===== src/rtl/exec_pkg.sv =====
// Shared types and select-code bit positions for the execute stage.
package exec_pkg;

    typedef enum logic [3:0] {
        ALU_AND = 4'h0, ALU_EOR, ALU_SUB, ALU_RSB,
        ALU_ADD, ALU_ADC, ALU_SBC, ALU_RSC,
        ALU_TST, ALU_TEQ, ALU_CMP, ALU_CMN,
        ALU_ORR, ALU_MOV, ALU_BIC, ALU_MVN
    } alu_op_e;

    typedef enum logic [1:0] {
        SH_LSL = 2'b00,
        SH_LSR = 2'b01,
        SH_ASR = 2'b10,
        SH_ROR = 2'b11
    } shift_type_e;

    // Select fields are priority-decoded by bit, so the codes are given as bit positions
    localparam int RS_SEL_ROT_BIT     = 1;
    localparam int RS_SEL_REG_BIT     = 0;
    localparam int ALUB_SEL_BR_BIT    = 0;
    localparam int ALUB_SEL_IMM12_BIT = 1;

    function automatic logic add_overflow(input logic [31:0] x,
                                          input logic [31:0] y,
                                          input logic [31:0] s);
        return (x[31] == y[31]) && (s[31] != x[31]);
    endfunction

endpackage


===== src/rtl/barrel_shift32.sv =====
// Combinational 32-bit ARM operand-2 shifter; register-specified shifts need EXEC_REG_SHIFT_EN.
module barrel_shift32
    import exec_pkg::*;
(
    input  logic [31:0] i_data,
    input  logic [7:0]  i_amount,
    input  logic        i_carry,
    input  logic [2:0]  i_shift_op,
    output logic [31:0] o_out,
    output logic        o_carry
);

    shift_type_e w_type;
    logic        w_reg_mode;
    logic [4:0]  w_n;
    logic [32:0] w_lsl;
    logic [32:0] w_lsr;
    logic [32:0] w_asr;
    logic [31:0] w_ror;

    assign w_type = shift_type_e'(i_shift_op[2:1]);
    assign w_n    = i_amount[4:0];

`ifdef EXEC_REG_SHIFT_EN
    assign w_reg_mode = i_shift_op[0];
`else
    logic w_unused;
    assign w_reg_mode = 1'b0;
    assign w_unused   = ^{i_shift_op[0], i_amount[7:5]};
`endif

    // Extra bit beside the data catches the last bit shifted out
    assign w_lsl = {1'b0, i_data} << w_n;
    assign w_lsr = {i_data, 1'b0} >> w_n;
    assign w_asr = $signed({i_data, 1'b0}) >>> w_n;
    assign w_ror = (i_data >> w_n) | (i_data << (6'd32 - {1'b0, w_n}));

    always_comb begin
        o_out   = i_data;
        o_carry = i_carry;
        if (w_reg_mode && (i_amount == 8'd0)) begin
            o_out   = i_data;
            o_carry = i_carry;
        end else if (w_reg_mode && (i_amount[7:5] != 3'd0)) begin
            case (w_type)
                SH_LSL: begin
                    o_out   = '0;
                    o_carry = (i_amount == 8'd32) & i_data[0];
                end
                SH_LSR: begin
                    o_out   = '0;
                    o_carry = (i_amount == 8'd32) & i_data[31];
                end
                SH_ASR: begin
                    o_out   = {32{i_data[31]}};
                    o_carry = i_data[31];
                end
                default: begin
                    o_out   = w_ror;
                    o_carry = (w_n == 5'd0) ? i_data[31] : w_ror[31];
                end
            endcase
        end else if (!w_reg_mode && (w_n == 5'd0)) begin
            // Immediate #0 encodes LSL #0, LSR #32, ASR #32 and RRX
            case (w_type)
                SH_LSL: begin
                    o_out   = i_data;
                    o_carry = i_carry;
                end
                SH_LSR: begin
                    o_out   = '0;
                    o_carry = i_data[31];
                end
                SH_ASR: begin
                    o_out   = {32{i_data[31]}};
                    o_carry = i_data[31];
                end
                default: begin
                    o_out   = {i_carry, i_data[31:1]};
                    o_carry = i_data[0];
                end
            endcase
        end else begin
            case (w_type)
                SH_LSL:  {o_carry, o_out} = w_lsl;
                SH_LSR:  {o_out, o_carry} = w_lsr;
                SH_ASR:  {o_out, o_carry} = w_asr;
                default: begin
                    o_out   = w_ror;
                    o_carry = w_ror[31];
                end
            endcase
        end
    end

endmodule


===== src/rtl/exec_unit.sv =====
// Execute stage: operand muxes, barrel shifter, 16-op ALU, F latch and NZCV flags.
// Define EXEC_REG_SHIFT_EN to enable register-specified shift semantics.
module exec_unit
    import exec_pkg::*;
(
    input  logic        clk,
    input  logic        rst,
    input  logic [31:0] a_in,
    input  logic [31:0] b_in,
    input  logic [31:0] c_in,
    input  logic [31:0] pc,
    input  logic [4:0]  imm5,
    input  logic [11:0] imm12,
    input  logic [23:0] imm24,
    input  logic        rm_imm_s,
    input  logic [1:0]  rs_imm_s,
    input  logic [2:0]  shift_op,
    input  logic        alu_a_s,
    input  logic [1:0]  alu_b_s,
    input  logic [3:0]  alu_op,
    input  logic        s_ctrl,
    input  logic        lf,
    output logic [31:0] fout,
    output logic [31:0] f,
    output logic [3:0]  nzcv
);

    logic [31:0] r_f;
    logic [3:0]  r_nzcv;

    logic [7:0]  w_amount;
    logic [31:0] w_sh_data;
    logic [31:0] w_sh_out;
    logic        w_sh_carry;
    logic [31:0] w_alu_a;
    logic [31:0] w_alu_b;
    alu_op_e     w_op;
    logic [31:0] w_x;
    logic [31:0] w_y;
    logic        w_cin;
    logic        w_arith;
    logic [31:0] w_logic;
    logic [32:0] w_sum;
    logic [3:0]  w_flags;
    logic        w_c_old;
    logic        w_unused_c;

    assign w_c_old    = r_nzcv[1];
    assign w_unused_c = ^c_in[31:8];

    assign w_sh_data = rm_imm_s ? {24'b0, imm12[7:0]} : b_in;

    always_comb begin
        if (rs_imm_s[RS_SEL_ROT_BIT])
            w_amount = {3'b0, imm12[11:8], 1'b0};
        else if (rs_imm_s[RS_SEL_REG_BIT])
            w_amount = c_in[7:0];
        else
            w_amount = {3'b0, imm5};
    end

    barrel_shift32 u_shift (
        .i_data     (w_sh_data),
        .i_amount   (w_amount),
        .i_carry    (w_c_old),
        .i_shift_op (shift_op),
        .o_out      (w_sh_out),
        .o_carry    (w_sh_carry)
    );

    assign w_alu_a = alu_a_s ? pc : a_in;

    always_comb begin
        if (alu_b_s[ALUB_SEL_BR_BIT])
            w_alu_b = {{6{imm24[23]}}, imm24, 2'b00};
        else if (alu_b_s[ALUB_SEL_IMM12_BIT])
            w_alu_b = {20'b0, imm12};
        else
            w_alu_b = w_sh_out;
    end

    assign w_op = alu_op_e'(alu_op);

    // Every arithmetic op is one adder: x + y + cin, with subtraction as x + ~y + cin
    always_comb begin
        w_x     = w_alu_a;
        w_y     = w_alu_b;
        w_cin   = 1'b0;
        w_arith = 1'b0;
        w_logic = '0;
        case (w_op)
            ALU_AND, ALU_TST: w_logic = w_alu_a & w_alu_b;
            ALU_EOR, ALU_TEQ: w_logic = w_alu_a ^ w_alu_b;
            ALU_SUB, ALU_CMP: begin
                w_arith = 1'b1;
                w_y     = ~w_alu_b;
                w_cin   = 1'b1;
            end
            ALU_RSB: begin
                w_arith = 1'b1;
                w_x     = w_alu_b;
                w_y     = ~w_alu_a;
                w_cin   = 1'b1;
            end
            ALU_ADD, ALU_CMN: w_arith = 1'b1;
            ALU_ADC: begin
                w_arith = 1'b1;
                w_cin   = w_c_old;
            end
            ALU_SBC: begin
                w_arith = 1'b1;
                w_y     = ~w_alu_b;
                w_cin   = w_c_old;
            end
            ALU_RSC: begin
                w_arith = 1'b1;
                w_x     = w_alu_b;
                w_y     = ~w_alu_a;
                w_cin   = w_c_old;
            end
            ALU_ORR: w_logic = w_alu_a | w_alu_b;
            ALU_MOV: w_logic = w_alu_b;
            ALU_BIC: w_logic = w_alu_a & ~w_alu_b;
            default: w_logic = ~w_alu_b;
        endcase
        w_sum = {1'b0, w_x} + {1'b0, w_y} + {32'b0, w_cin};
        fout  = w_arith ? w_sum[31:0] : w_logic;
        w_flags[3] = fout[31];
        w_flags[2] = (fout == 32'd0);
        w_flags[1] = w_arith ? w_sum[32] : w_sh_carry;
        w_flags[0] = w_arith ? add_overflow(w_x, w_y, w_sum[31:0]) : r_nzcv[0];
    end

    always_ff @(posedge clk or negedge rst) begin
        if (!rst) begin
            r_f    <= '0;
            r_nzcv <= '0;
        end else begin
            if (lf)
                r_f <= fout;
            if (s_ctrl)
                r_nzcv <= w_flags;
        end
    end

    assign f    = r_f;
    assign nzcv = r_nzcv;

endmodule


===== config.mk =====
export PLATFORM = sky130hd
export DESIGN_NAME = exec_unit
export DESIGN_NICKNAME = d
export VERILOG_FILES = /design/src/rtl/exec_pkg.sv /design/src/rtl/barrel_shift32.sv /design/src/rtl/exec_unit.sv
export SDC_FILE = /design/constraint.sdc
export NUM_CORES = 1
export LEC_CHECK = 0
export BUFFER_PORTS_ARGS = -buffer_cell sky130_fd_sc_hd__clkbuf_2
export CAP_MARGIN = 10
export CORE_UTILIZATION = 35
export DETAILED_ROUTE_END_ITERATION = 6
export PLACE_DENSITY_LB_ADDON = 0.2
export SLEW_MARGIN = 20
export SYNTH_ARGS = -nofsm -noshare
export SYNTH_HDL_FRONTEND = slang
export SYNTH_SLANG_ARGS = --single-unit
export TNS_END_PERCENT = 100

===== constraint.sdc =====
create_clock -name clk -period 13.9 [get_ports clk]
set_input_delay 0.695 -clock clk [delete_from_list [all_inputs] [get_ports clk]]
set_output_delay 0.695 -clock clk [all_outputs]
set_load 0.1 [all_outputs]

=== Yosys cells after proc, flatten, opt, wreduce, memory -nomap -nowiden ===
Index checks and enable logic that the tools add are counted.
W data, S select, Z words.

* Bits of input ports: 186
* Memories: 0
* Flip-flop bits (word level): 36
* Latch bits: 0
* Word-level logic and storage cells: 72
* ROM bits: 0
* RAM bits: 0

* Magnitude comparators: 0
* Shift operators: 5
* Div/mod/pow operators: 0
* Equality and inequality tests: 19
* Bitwise gates (word level): 7
* Add/subtract/negate cells: 3
* Mux-type cells: 19
* Multipliers: 0
* Reductions and logical operators: 15

{| class="wikitable"
|+ Operator list
! kind !! number
|-
| $mux W32 || 7
|-
| $pmux W32 S3 || 2
|-
| $pmux W32 S6 || 1
|-
| $and A32 B32 Y32 || 2
|-
| $not A32 Y32 || 2
|-
| $or A32 B32 Y32 || 2
|-
| $pmux W32 S2 || 1
|-
| $add A32 B32 Y33 || 1
|-
| $add A33 B1 Y33 || 1
|-
| $shl A32 B5 Y33 || 1
|-
| $shr A33 B5 Y33 || 1
|-
| $sshr A33 B5 Y33 || 1
|-
| $logic_not A32 Y1 || 1
|-
| $shl A32 B6 Y32 || 1
|-
| $shr A32 B5 Y32 || 1
|-
| $xor A32 B32 Y32 || 1
|-
| $eq A4 B4 Y1 const B || 7
|-
| $eq A4 B3 Y1 const B || 4
|-
| $mux W5 || 2
|-
| $reduce_or A3 Y1 || 3
|-
| $eq A4 B2 Y1 const B || 2
|-
| $reduce_or A2 Y1 || 4
|-
| $reduce_or A8 Y1 || 1
|-
| $sub A6 B5 Y6 const A || 1
|-
| 14 further kinds || 18
|}

=== Logic depth before layout (Yosys ltp) ===
Gate-level depths: netlist (run 1).

* Depth after elaboration: 15
* Mapped depth: 37

=== Hierarchy ===
A second synthesis (run 1) with hierarchy kept.

* Cell total of the unflattened synthesis: 2,029
* Area total of the unflattened synthesis: 15,227.1 um2

{| class="wikitable"
|+ Modules (own cells, without submodules)
! module !! instances !! cells an instance !! area each (um2)
|-
| barrel_shift32 || 1 || 1,023 || 7,708.6
|-
| exec_unit || 1 || 1,006 || 7,518.5
|}

=== Worst setup path after synthesis (run 1) ===
Ideal clock, no wire load.

* Path kind: input port to flip-flop
* Start: in rs_imm_s[0]
* End: reg r_nzcv[2] (netlist: nzcv[2])
* Arrival time: 9,461 ps
* Stages on the path: 36
* Setup slack: 4,309 ps
* Library setup time: 130 ps
* Required time: 13,770 ps
* Path through: buf_6 > mux2i_4 > a21oi_4 > inv_2 > buf_4 > buf_4 > buf_2 > buf_1 > ha_1 > inv_1 > nor2_1 > ha_1 > clkbuf_1 > inv_1 > nand2_1 > a21oi_1 > a2111o_1 > a221oi_1 > or2_0 > buf_2 > mux2i_1 > nand2_1 > fa_1 > fa_1 > a211oi_1 > o21ai_0 > a211oi_1 > o31a_1 > o21bai_1 > a21oi_1 > xor2_1 > a211oi_1 > nand4bb_1 > nor4_1 > nand4_1 > o32ai_2

* Longest elaborated chain between the ends: 15
* Elaborated cells on any way between the ends: 26
* Those cells by class: add/sub: 3; shift: 5; mux: 10; bitwise: 6; reduce/logical: 2

{| class="wikitable"
|+ RTL lines
! item !! RTL line !! text
|-
| start, declared || exec_unit.sv:16 || <nowiki>input logic [1:0] rs_imm_s,</nowiki>
|-
| $mux W5 (*) || exec_unit.sv:56 || <nowiki>else if (rs_imm_s[RS_SEL_REG_BIT])</nowiki>
|-
| $mux W5 (*) || exec_unit.sv:54 || <nowiki>if (rs_imm_s[RS_SEL_ROT_BIT])</nowiki>
|-
| $sub A6 B5 Y6 || barrel_shift32.sv:36 || <nowiki>assign w_ror = (i_data >> w_n) | (i_data << (6'd32 - {1'b0, w_n}));</nowiki>
|-
| $shl A32 B6 Y32 || barrel_shift32.sv:36 ||
|-
| $or A32 B32 Y32 || barrel_shift32.sv:36 ||
|-
| $pmux W32 S3 || barrel_shift32.sv:84 || <nowiki>case (w_type)</nowiki>
|-
| $mux W32 (*) || barrel_shift32.sv:63 || <nowiki>end else if (!w_reg_mode && (w_n == 5'd0)) begin</nowiki>
|-
| $mux W32 (*) || exec_unit.sv:76 || <nowiki>else if (alu_b_s[ALUB_SEL_IMM12_BIT])</nowiki>
|-
| $mux W32 (*) || exec_unit.sv:74 || <nowiki>if (alu_b_s[ALUB_SEL_BR_BIT])</nowiki>
|-
| $not A32 Y32 || -- ||
|-
| $pmux W32 S2 || exec_unit.sv:91 || <nowiki>case (w_op)</nowiki>
|-
| $add A32 B32 Y33 || exec_unit.sv:126 || <nowiki>w_sum = {1'b0, w_x} + {1'b0, w_y} + {32'b0, w_cin};</nowiki>
|-
| $add A33 B1 Y33 || exec_unit.sv:126 ||
|-
| $mux W32 (*) || exec_unit.sv:127 || <nowiki>fout = w_arith ? w_sum[31:0] : w_logic;</nowiki>
|-
| via fout[18] || exec_unit.sv:23 || <nowiki>output logic [31:0] fout,</nowiki>
|-
| $logic_not A32 Y1 (*) || exec_unit.sv:129 || <nowiki>w_flags[2] = (fout == 32'd0);</nowiki>
|-
| end signal, assigned || exec_unit.sv:142 || <nowiki>r_nzcv <= w_flags;</nowiki>
|-
| end, declared || exec_unit.sv:29 || <nowiki>logic [3:0] r_nzcv;</nowiki>
|}

Mark *: on every way through the listed nets, which the timed path passes. The rest lies on a longest branch.
A chain may end at the register's enable or synchronous reset.

=== Worst setup path in the final report (run 1) ===
* Start: in rs_imm_s[1]
* End: out fout[30]

* Longest elaborated chain between the ends: 13
* Elaborated cells on any way between the ends: 24
* Those cells by class: add/sub: 3; shift: 5; mux: 9; bitwise: 6; reduce/logical: 1

{| class="wikitable"
|+ RTL lines
! item !! RTL line
|-
| $mux W5 (*) || exec_unit.sv:54
|-
| $sub A6 B5 Y6 || barrel_shift32.sv:36
|-
| $shl A32 B6 Y32 || barrel_shift32.sv:36
|-
| $or A32 B32 Y32 || barrel_shift32.sv:36
|-
| $pmux W32 S3 || barrel_shift32.sv:84
|-
| $mux W32 (*) || barrel_shift32.sv:63
|-
| $mux W32 (*) || exec_unit.sv:76
|-
| $mux W32 (*) || exec_unit.sv:74
|-
| $not A32 Y32 || --
|-
| $pmux W32 S2 || exec_unit.sv:91
|-
| $add A32 B32 Y33 || exec_unit.sv:126
|-
| $add A33 B1 Y33 || exec_unit.sv:126
|-
| $mux W32 (*) || exec_unit.sv:127
|-
| end, declared || exec_unit.sv:23
|}

Mark *: on every way between the ends. The rest lies on a longest branch, timed or not.

==> flow_metrics.tcl, run 1 <==
set metrics [dict create \
    ant_nets 0 \
    grt_max_degree 65 \
    seqCellArea_um2 901 \
    synth.top_cell.area_share_pct 7.50 \
    finalSetupViolations 0 \
    grt.overflow.total 0 \
    synth_warnings 0 \
    grt_pass1_wl_mm 160 \
    crit_path_start_kind "input pin" \
    routedWlPerCell_um 37.0 \
    netlist_area_um2 16200 \
    cts_hold_buf 0 \
    fillers 4938 \
    yosysSeqAreaShare_pct 5.58 \
    clock_path_buffers 2 \
    cts_buffers 5 \
    dieWidth_um 217 \
    yosys-top-cells-area "mux2i_1, a21oi_1, nand2_1" \
    finalCriticalPeriod_ns 11.11 \
    dieArea_um2 47000 \
    grt_antenna_before_repair 9 \
    syn_avg_cell_area_um2 6.74 \
    required_ns 13.20 \
    regToRegSetupSlack_ns 8.48 \
    fin_crit_sh_pct 79.9 \
    synth-main-ff-cell "dfrtp_1" \
    layout-drive-gt1-share_pct 18.7 \
    cts.clk_slew.worst_paths_ns 0.06 \
    p_leak_uw 0.00721 \
    setup_tns_ns 0 \
    ys_types 101 \
    hold_start "nzcv[0]" \
    crit_fanout 28 \
    cts_tree "built" \
    skew_ns 0.00386 \
    start_util_pct 35.5 \
    grt_pass1_vias 20800 \
    cts_sinks 36 \
    crit_path_end "fout[30]" \
    worstMarginPinSlew_ns 1.24 \
    first_pass_iters 6 \
    hold_class "flop to flop" \
    portBuffers 225 \
    vias_per_cell 7.35 \
    gp_congestion 1.09 \
    crit_type "input pin to primary output" \
    io_pins 254 \
    synth_top_area_cell "mux2i_1" \
    instances_no_fill 3105 \
    clkLatencyLatePin_ns 0.27 \
    cts_resized 0 \
    r2r-end "nzcv[2]" \
    rsz0062_at_grt "no" \
    critPathCaptureType "primary output" \
    relSlewSlack_pct 17.3 \
    final-hold-violation-count 0 \
    area_growth_syn_to_layout_pct 11.1 \
    power_density_nw_per_um2 112 \
    drc 0 \
    status "complete, no violations" \
    ys_async_sr_fraction_pct 100 \
    synth-edff-count 0 \
    cp_common_cell "buf_4" \
    slew_viol_final 0 \
    syn-num-nets 2654 \
    r2r_cells 19 \
    htreeDepth 2 \
    synth.most_common_cell "nand2_1" \
    hpwlAfterDp_mm 89.5 \
    num_rows 78 \
    drv_cap 0 \
    totalWireLength_mm 115 \
    via_count 22800 \
    synth_seq_cells 36 \
    die_h_um 217 \
    coreArea_um2 45500 \
    fin_hold_ws_ns 0.501 \
    track_usage_pct 47.1 \
    cts-root-buf "clkbuf_16" \
    crit_start "rs_imm_s[1]" \
    critPathArrivalTime_ns 10.41 \
    cp_slowest_stage_delay_ns 0.68 \
    cts_setup_buffers 0 \
    syn_inst 2397 \
    yosys-top-cells-count "nand2_1, a21oi_1, nor2_1, o21ai_0, clkbuf_1" \
    drt_first_iter_violations 3798 \
    rr_startpoint "nzcv[1]" \
    clock.fmax_mhz 90.0 \
    final_nets 2758 \
    post-place-cells 3094 \
    peakVddDrop_v 0.000198 \
    final_util_pct 39.4 \
    multi_input_area_um2 14100 \
    cpMaxStageDelayCell "a211oi_1" \
]
-- registers in the layout (all words and copies together), names as in the netlist --
name  flops
nzcv      4
f        32
-- cell usage in the layout, fill, tap and decap left out, drive strengths merged, types with 11 or more instances in the layout --
cell type	n
nand2	251
and3	11
o221ai	17
a221o	11
and2	16
or3	18
a31oi	33
mux2i	125
nand2b	21
nor4	24
or2	13
a21oi	217
o22ai	28
xnor2	11
o21ai	194
ha	69
dfrtp	36
nor3	73
o2111ai	13
nor2b	27
o31ai	28
a22oi	41
buf	89
mux2	61
a32oi	18
mux4	24
o21a	19
a211oi	56
inv	57
a221oi	51
nor2	207
a2111oi	13
o211ai	85
clkbuf	232
a21o	17
o311ai	12
nand4	20
nand3	114
-- cells by family after synthesis --
kind of cell    Yosys count  share of synthesized area, %
compound gates          961                          40.9
xor+xnor                 20                          1.08
fa+ha+maj                71                          5.59
buf+inv                 275                          7.34
flops                    36                          5.58
mux                     210                          15.7
simple gates            824                          23.9
-- metrics by stage --
stage	power (µW)	instance area, µm²	worst slack, ns
6_report	2020	17900	2.79
5_1_grt	2070	17900	2.37
4_1_cts	1960	17900	3.02
3_5_place_dp	1830	17800	3.07
3_3_place_gp	1830	17800	3.05
2_1_floorplan	1330	16200	4.31
-- report_power, final --
part	internal (µW)	total, µW	switching [µW]	leakage [µW]
clock	75.2	116	40.6	0.0000760
combinational	413	1740	1330	0.00671
sequential	138	157	19.1	0.000426
total	626	2020	1390	0.00721
-- per-layer routing --
metal	global-route usage (%)	share of wire, %	vias up
met5	0	0.010	-
met4	30.9	7.9	2
met3	12.1	12	417
met2	71.7	42	1892
met1	58.7	38	11000
li1	-	-	9550
-- area by class of cell --
cell class / instances / area share, %
inverter: 58 / 1.21
clock buffer: 7 / 0.851
multi-input combinational: 2086 / 78.7
tap: 600 / 4.19
antenna: 4 / 0.0558
timing repair buffer: 314 / 10.0
sequential: 36 / 5.02
-- critical path: cells and delay by family --
| kind | cells | cell delay, ns |
|---|---|---|
| compound gates | 13 | 3.78 |
| fa+ha+maj | 3 | 1.60 |
| buf+inv | 9 | 2.59 |
| mux | 2 | 0.50 |
| simple gates | 5 | 1.17 |
-- worst min path at each step --
stage | to | slack, ns | depth (start not counted)
2_1_floorplan | f[0] | 0.40 | 0
3_3_place_gp | nzcv[0] | 0.47 | 2
3_5_place_dp | nzcv[0] | 0.48 | 2
4_1_cts | nzcv[0] | 0.50 | 2
5_1_grt | f[7] | 0.52 | 1
6_report | nzcv[0] | 0.50 | 2
(Power assumes the default switching activity.)
==> inputs of run 2 (changes only) <==
Settings changed: ABC_AREA from default to 1.
Clock period 13.9 ns to 10.55 ns, I/O delays scaled along.
==> run 2 against run 1 <==
Against the previous run: critical path depth unchanged; global-route usage is 13 points lower; die area down 10%; worst hold slack worse by 0.11 ns; clock skew fell by 0.0017 ns; clock power is 33% higher; cell count increased by 11%; power grew 5.3%; worst setup slack worse by 1.2 ns; highest routed layer unchanged.
==> flow_metrics.tcl, run 2 <==
set metrics [dict create \
    status "complete, no violations" \
    grt_antenna_before_repair 0 \
    htreeDepth 2 \
    cp.depth 32 \
    fillers 4649 \
    syn_inst 2830 \
    rsz0062_at_grt "no" \
    totalWireLength_mm 73.6 \
    largest_reg_flops 32 \
    r2r_cells 21 \
    synth_warnings 0 \
    synth.top_cell.area_share_pct 24.0 \
    cts.clk_slew.worst_paths_ns 0.06 \
    synth_top_area_cell "nand2_1" \
    setup_tns_ns 0 \
    cts_tree "built" \
    synth-edff-count 0 \
    synth.most_common_cell "nand2_1" \
    hpwlAfterDp_mm 56.3 \
    multi_input_area_um2 11900 \
    yosysSeqAreaShare_pct 6.22 \
    regToRegSetupSlack_ns 5.69 \
    crit_path_end "fout[22]" \
    grt_pass1_wl_mm 110 \
    hold_class "input pin to asynchronous set/reset pin" \
    dieWidth_um 205 \
    worstMarginPinSlew_ns 1.06 \
    final-hold-violation-count 0 \
    final_nets 3173 \
    r2r-end "nzcv[2]" \
    area_growth_syn_to_layout_pct 8.57 \
    yosys-top-cells-count "nand2_1, nand3_1, o21ai_0, a21oi_1, inv_1" \
    track_usage_pct 33.9 \
    path_buf_inv 5 \
    rr_startpoint "nzcv[1]" \
    cts-root-buf "clkbuf_16" \
    relSlewSlack_pct 29.2 \
    cts_resized 0 \
    cts_buffers 5 \
    num_rows 74 \
    syn_avg_cell_area_um2 5.12 \
    synth_fa_ha_area_share_pct 6.24 \
    cts_sinks 36 \
    required_ns 10.02 \
    crit_type "input pin to primary output" \
    clock_path_buffers 2 \
    seqCellArea_um2 901 \
    synth_compound_area_share_pct 21.7 \
    ant_nets 0 \
    drt_first_iter_violations 2817 \
    synth-simple-area-share_pct 52.3 \
    cts_setup_buffers 0 \
    die_h_um 205 \
    cp_common_cell "o21ai_0" \
    cpMaxStageDelayCell "inv_2" \
    final_common_cell "nand2_1" \
    grt.overflow.total 0 \
    synthMuxAreaShare_pct 1.31 \
    first_pass_iters 7 \
    power_density_nw_per_um2 135 \
    routedWlPerCell_um 21.3 \
    fin_hold_ws_ns 0.387 \
    clock.fmax_mhz 112 \
    p_leak_uw 0.00814 \
    syn-num-nets 3087 \
    via_count 20700 \
    ys_types 45 \
    peakVddDrop_v 0.000461 \
    dieArea_um2 42200 \
    post-place-cells 3441 \
    drv_cap 0 \
    crit_fanout 46 \
    instances_no_fill 3450 \
    crit_start "rs_imm_s[1]" \
    synth-main-ff-cell "dfrtp_1" \
    critPathArrivalTime_ns 8.39 \
    crit_path_start_kind "input pin" \
    layout-drive-gt1-share_pct 12.2 \
    gp_congestion 1.03 \
    ys_async_sr_fraction_pct 100 \
    finalSetupViolations 0 \
    cp_slowest_stage_delay_ns 0.67 \
    yosys-top-cells-area "nand2_1, nand3_1, o21ai_0" \
    cts_hold_buf 0 \
    final_util_pct 38.5 \
    clkLatencyLatePin_ns 0.28 \
    grt_max_degree 86 \
    skew_ns 0.00215 \
    fin_crit_sh_pct 84.5 \
    coreArea_um2 40800 \
    netlist_area_um2 14500 \
    slew_viol_final 0 \
    final_cell_area_um2 15700 \
    synth_xor_area_share_pct 0.605 \
    crit_family "compound AO/OA/AOI/OAI gates" \
    portBuffers 225 \
    synth_top_family_by_area "simple AND/OR/NAND/NOR gates" \
    layout_common_cells "nand2_1, nand3_1, o21ai_0" \
    io_pins 254 \
    grt_pass1_vias 18500 \
    drc 0 \
    vias_per_cell 5.99 \
    start_util_pct 35.5 \
    place_area_um2 15600 \
    critPathCaptureType "primary output" \
    finalCriticalPeriod_ns 8.92 \
    synth_seq_cells 36 \
]
==> run 2: worst min-delay path by stage <==
stage / cells past startpoint / slack, ns / start / to
detailed placement: 2 / 0.47 / f[25] / f[25]
global route: 1 / 0.47 / rst / f[4]
CTS: 1 / 0.41 / rst / f[6]
finish: 1 / 0.39 / rst / f[5]
floorplan: 0 / 0.23 / rst / f[0]
global placement: 2 / 0.47 / f[25] / f[25]
==> run 2: cell families after synthesis <==
kind of cell / after synthesis
flip-flops: 36
buffers and inverters: 371
AO/OA/AOI/OAI: 581
XOR/XNOR: 10
AND/OR/NAND/NOR: 1742
adder cells (fa/ha/maj): 71
multiplexers: 19
==> run 2: final cells by class <==
cell class	count	area share, %
Antenna cell	1	0.0159
Clock buffer	8	0.931
Inverter	197	4.70
Multi-Input combinational cell	2423	75.9
Sequential cell	36	5.73
Tap cell	532	4.23
Timing Repair Buffer	253	8.50
==> run 2: per-layer routing <==
metal  wire length (µm)  share of wire, %  global-route usage, %
met5                119              0.16                   2.26
met2              30400                41                   50.3
met1              30500                41                   46.2
met3               7890                11                   5.80
met4               4710               6.4                   18.3
==> run 2: power by group <==
group | total [µW] | internal (µW) | switching [µW]
registers | 191 | 170 | 21.3
logic | 1780 | 391 | 1390
clock network | 154 | 94.3 | 59.5
==> run 2: stage by stage <==
step,worst slack [ns],power [µW]
after global placement,2.06,1910
final,1.63,2120
after global routing,1.21,2260
after detailed placement,1.98,1920
after CTS,1.93,2090
after floorplan,3.75,1510
